File: src/rtl/rgb_unpack.sv
// Unpacks 32-bit memory words (3 words = 4 pixels) into a stream of 24-bit RGB pixels,
// with frame delimiting, a per-frame pixel counter and a sticky framing error.
module rgb_unpack #(
    parameter int CNT_W   = 16,
    parameter bit SWAP_RB = 1'b0
) (
    input  logic             clk,
    input  logic             rst,
    input  logic [31:0]      in_data,
    input  logic             in_valid,
    output logic             in_ready,
    input  logic             in_last,
    output logic [23:0]      pixel,
    output logic             pix_valid,
    input  logic             pix_ready,
    output logic             pix_last,
    output logic [CNT_W-1:0] pix_count,
    output logic             frame_err
);

    typedef enum logic [1:0] {R0, R1, R2, R3} res_e;

    res_e             res_q, res_d;
    logic [23:0]      buf_q, buf_d;
    logic             pendLast_q, pendLast_d;
    logic             err_q;
    logic             errSet;
    logic [23:0]      pixel_q;
    logic             valid_q;
    logic             last_q;
    logic [CNT_W-1:0] count_q;

    logic             slotFree;
    logic             accept;
    logic             emit;
    logic [23:0]      assembled;
    logic [23:0]      swapped;
    logic             emitLast;

    assign slotFree = !valid_q || pix_ready;
    assign in_ready = (res_q != R3) && slotFree;
    assign accept   = in_valid && in_ready;
    assign emit     = slotFree && (accept || (res_q == R3));

    // Next residue state and assembled pixel, assuming an emit happens this cycle.
    always_comb begin
        assembled  = buf_q;
        res_d      = res_q;
        buf_d      = buf_q;
        pendLast_d = pendLast_q;
        emitLast   = 1'b0;
        errSet     = 1'b0;
        case (res_q)
            R0: begin
                assembled = in_data[23:0];
                buf_d     = {16'h0000, in_data[31:24]};
                res_d     = R1;
            end
            R1: begin
                assembled = {in_data[15:0], buf_q[7:0]};
                buf_d     = {8'h00, in_data[31:16]};
                res_d     = R2;
            end
            R2: begin
                assembled  = {in_data[7:0], buf_q[15:0]};
                buf_d      = in_data[31:8];
                res_d      = R3;
                pendLast_d = in_last;
            end
            default: begin
                assembled  = buf_q;
                buf_d      = 24'h000000;
                res_d      = R0;
                emitLast   = pendLast_q;
                pendLast_d = 1'b0;
            end
        endcase
        // A frame ending before a whole pixel is buffered drops the residue.
        if ((res_q == R0 || res_q == R1) && in_last) begin
            emitLast = 1'b1;
            res_d    = R0;
            buf_d    = 24'h000000;
            errSet   = 1'b1;
        end
    end

    assign swapped = SWAP_RB ? {assembled[7:0], assembled[15:8], assembled[23:16]} : assembled;

    always_ff @(posedge clk or posedge rst) begin
        if (rst) begin
            res_q      <= R0;
            buf_q      <= 24'h000000;
            pendLast_q <= 1'b0;
            err_q      <= 1'b0;
            pixel_q    <= 24'h000000;
            valid_q    <= 1'b0;
            last_q     <= 1'b0;
            count_q    <= '0;
        end else if (emit) begin
            res_q      <= res_d;
            buf_q      <= buf_d;
            pendLast_q <= pendLast_d;
            err_q      <= err_q | errSet;
            pixel_q    <= swapped;
            valid_q    <= 1'b1;
            last_q     <= emitLast;
            count_q    <= last_q ? CNT_W'(1) : count_q + CNT_W'(1);
        end else if (pix_ready) begin
            valid_q    <= 1'b0;
        end
    end

    assign pixel     = pixel_q;
    assign pix_valid = valid_q;
    assign pix_last  = last_q;
    assign pix_count = count_q;
    assign frame_err = err_q;

endmodule

File: config.mk
export PLATFORM = sky130hd
export DESIGN_NAME = rgb_unpack
export DESIGN_NICKNAME = d
export VERILOG_FILES = /design/src/rtl/rgb_unpack.sv
export SDC_FILE = /design/constraint.sdc
export NUM_CORES = 1
export LEC_CHECK = 0
export CORE_UTILIZATION = 33
export DETAILED_ROUTE_END_ITERATION = 16
export PLACE_DENSITY = 0.6
export SETUP_SLACK_MARGIN = 0.15
export SYNTH_ARGS = -nofsm -noshare
export SYNTH_HDL_FRONTEND = slang
export SYNTH_SLANG_ARGS = --single-unit
export TNS_END_PERCENT = 10
File: constraint.sdc
create_clock -name clk -period 2.46 [get_ports clk]
set_input_delay 0.369 -clock clk [delete_from_list [all_inputs] [get_ports clk]]
set_output_delay 0.369 -clock clk [all_outputs]
set_load 0.01 [all_outputs]
==> impl_metrics.py <==
metrics = {
    "pwr": {
        "power_frac_clock_pct": 19.2,
        "p_sw_w": 0.001850,
        "p_leak_nw": 1.953,
        "p_int_w": 0.003113,
        "power_density_nw_per_um2": 1082,
        "peakVddDrop_mv": 0.4075,
        "switching_share_pct": 37.27,
        "power_frac_comb_pct": 43.2,
        "p_seq_share_pct": 37.6,
    },
    "cells_and_area": {
        "drive_gt1_share_pct": 8.983,
        "area_growth_pct": 35.11,
        "nets": 461,
        "diodes": 0,
    },
    "critical_path": {
        "cp.arrival_ns": 1.81,
        "path_max_fanout": 5,
        "r2r_slack_ns": 0.32,
        "startpoint_type": "register",
        "crit_required_ns": 2.09,
        "end_kind": "output pin",
        "path_class": "reg2out",
    },
    "synth": {
        "ys_seq_elements": 70,
        "syn-instance-count": 342,
        "synth_cell_types": 37,
        "synth_flop_cell": "dfrtp_1",
        "synth_top_area_share_pct": 51.58,
        "synth.cell_area_um2": 3396,
        "synth_fp_nets": 385,
        "async_flop_share_pct": 100.0,
        "synth-edff-count": 0,
        "synth_top_area_cell": "dfrtp_1",
        "synth.most_common_cell": "dfrtp_1",
        "synth.avg_cell_area_um2": 9.929,
        "netlist_top_cells_area": "dfrtp_1 52%, a222oi_1 7.1%, o21ai_0 5.0%",
        "yosysWarningCount": 0,
        "synth-seq-area-share_pct": 51.58,
        "netlist_top_cells_count": "70 x dfrtp_1, 37 x nand2_1, 34 x nor2_1, 34 x o21ai_0",
    },
    "drt": {
        "viasPerCell": 5.561,
        "ant_nets": 0,
        "wl_per_cell_um": 17.38,
        "drt_iter0_drc": 275,
        "route.detailed.drc": 0,
        "firstDrtPassIters": 6,
        "vias": 3092,
        "drt-total-wl_um": 9665,
    },
    "sta": {
        "fin_worst_skew_ns": 0.009431,
        "max_freq_mhz": 459.5,
        "holdWs_ns": 0.4015,
        "slew_headroom_pct": 37.34,
        "grt_setup_unrepaired": "no",
        "hold_viol_final": 0,
        "tns_ns": 0,
        "worst_pin_slew_ns": 0.9364,
        "slew_violations": 0,
        "finalSetupViolations": 0,
        "min_period_over_period_pct": 88.46,
        "period_minus_slack_ns": 2.176,
    },
    "run": {
        "drv_cap": 0,
    },
    "placed_design": {
        "routabilityCongestion": 0.9287,
        "numPortBuffers": 80,
        "place.detailed.hpwl_um": 6877,
    },
    "floorplan": {
        "die_w_um": 103.4,
        "die_area_um2": 10700,
        "floorplan.initialDensity_pct": 34.42,
        "num_rows": 36,
        "pin_count": 81,
        "die_h_um": 103.4,
        "core_area_um2": 9864,
    },
    "global_routing": {
        "grt_pass1_wl_um": 15790,
        "grt_overflow": 0,
        "grtUsageTotal_pct": 19.78,
        "grt_pass1_vias": 3015,
        "grt_max_degree": 73,
        "antenna_found_initial": 0,
    },
    "cts": {
        "clkLatencyLatePin_ns": 0.34,
        "holdBufCountCts": 0,
        "ctsResizeCount": 1,
        "clockBufferDepth": 2,
        "post_cts_buffers": 0,
        "cts_sinks": 70,
        "clk_pin_slew_ns": 0.08,
        "htree_levels": 3,
        "cts_tree": "done",
        "cts_root_buf": "clkbuf_8",
        "cts_buffers": 9,
    },
    "outcome": {
        "status": "finished, final reports clean",
    },
    "worst_hold_path": {
        "hold_class": "in2async",
    },
}
[routing by layer]
metal	GRT usage, %	wire [um]
met1	25.98	4247
met2	31.74	4518
met3	5.712	741
met4	5.850	157
met5	0	0
[kinds of logic (layout without fill, tap and decap cells)]
kind of cell,Yosys count,after routing,synth area share (%)
AOI/OAI and AO/OA,119,119,25.20
and+or+nand+nor,110,110,15.92
DFF,70,70,51.58
buffers and inverters,33,114,3.980
adders and majority gates,6,6,2.211
xor gates and xnor gates,3,3,0.7739
muxes,1,1,0.3316
[per-stage QoR]
stage	instance area, um^2	utilization, %	total power, W	setup slack [ns]	cells
final	4588	46.51	0.004963	0.2838	556
after global routing	4588	46.51	0.005332	0.1538	556
after detailed placement	4384	44.44	0.004017	0.05900	540
after floorplan	3396	-	0.003017	0.3228	342
after global placement	4384	44.44	0.003967	0.1494	540
after CTS	4588	46.51	0.004995	0.2684	556
[cell usage in the layout, fill, tap and decap left out, drive strengths merged, types with 2 or more instances in the layout]
cell type / Yosys / routed
buf: 4 / 13
nor3: 4 / 4
or2: 2 / 2
a21oi: 18 / 18
clkdlybuf4s50: 0 / 80
nand3: 6 / 6
a22o: 17 / 17
a222oi: 24 / 24
nor2: 35 / 35
dfrtp: 70 / 70
a21o: 9 / 9
clkbuf: 24 / 13
xnor2: 3 / 3
nand2: 37 / 37
inv: 5 / 5
or4: 7 / 7
o31ai: 7 / 7
or3: 3 / 3
nor4: 2 / 2
a221oi: 8 / 8
ha: 6 / 6
nor2b: 4 / 4
or4b: 2 / 2
o21ai: 34 / 34
and4: 2 / 2
[final timing paths]
check,from,end,depth (start not counted)
max,res_q[0],in_ready,4
min,rst,buf_q[14],2
max reg2reg,res_q[1],buf_q[20],7
min reg2reg,frame_err,frame_err,1
max in group asynchronous,rst,pixel[16],3
min in group clk,frame_err,frame_err,1
[power groups by stage]
| stage | clock (W) | sequential [W] | combinational (W) |
|---|---|---|---|
| global route | 0.00102 | 0.00193 | 0.00238 |
| global placement | 0 | 0.00187 | 0.00210 |
| floorplan | 0 | 0.00191 | 0.00111 |
| detailed placement | 0 | 0.00188 | 0.00213 |
| CTS | 0.000981 | 0.00187 | 0.00215 |
| finish | 0.000953 | 0.00187 | 0.00214 |
[sequential cells by signal, summed over array words and instances, names as in the netlist]
register	count
buf_q	24
res_q	2
pix_valid	1
pixel	24
pix_count	16
pendLast_q	1
pix_last	1
frame_err	1
[final cells by class]
| type | instances | area, um^2 |
|---|---|---|
| fill | 949 | 5276 |
| sequential | 70 | 1752 |
| multi-input combinational | 239 | 1514 |
| clock inverter | 3 | 42.54 |
| clock buffer | 13 | 158.9 |
| inverter | 5 | 18.77 |
| tap | 133 | 166.4 |
| timing repair buffer | 93 | 935.9 |
[critical path: stages (launching register included)]
cell	delay (ns)
dfrtp_1	0.43
ha_1	0.24
buf_4	0.15
nor2_1	0.11
clkdlybuf4s50_1	0.54
Note: power is estimated with default switching activity, not from simulation.
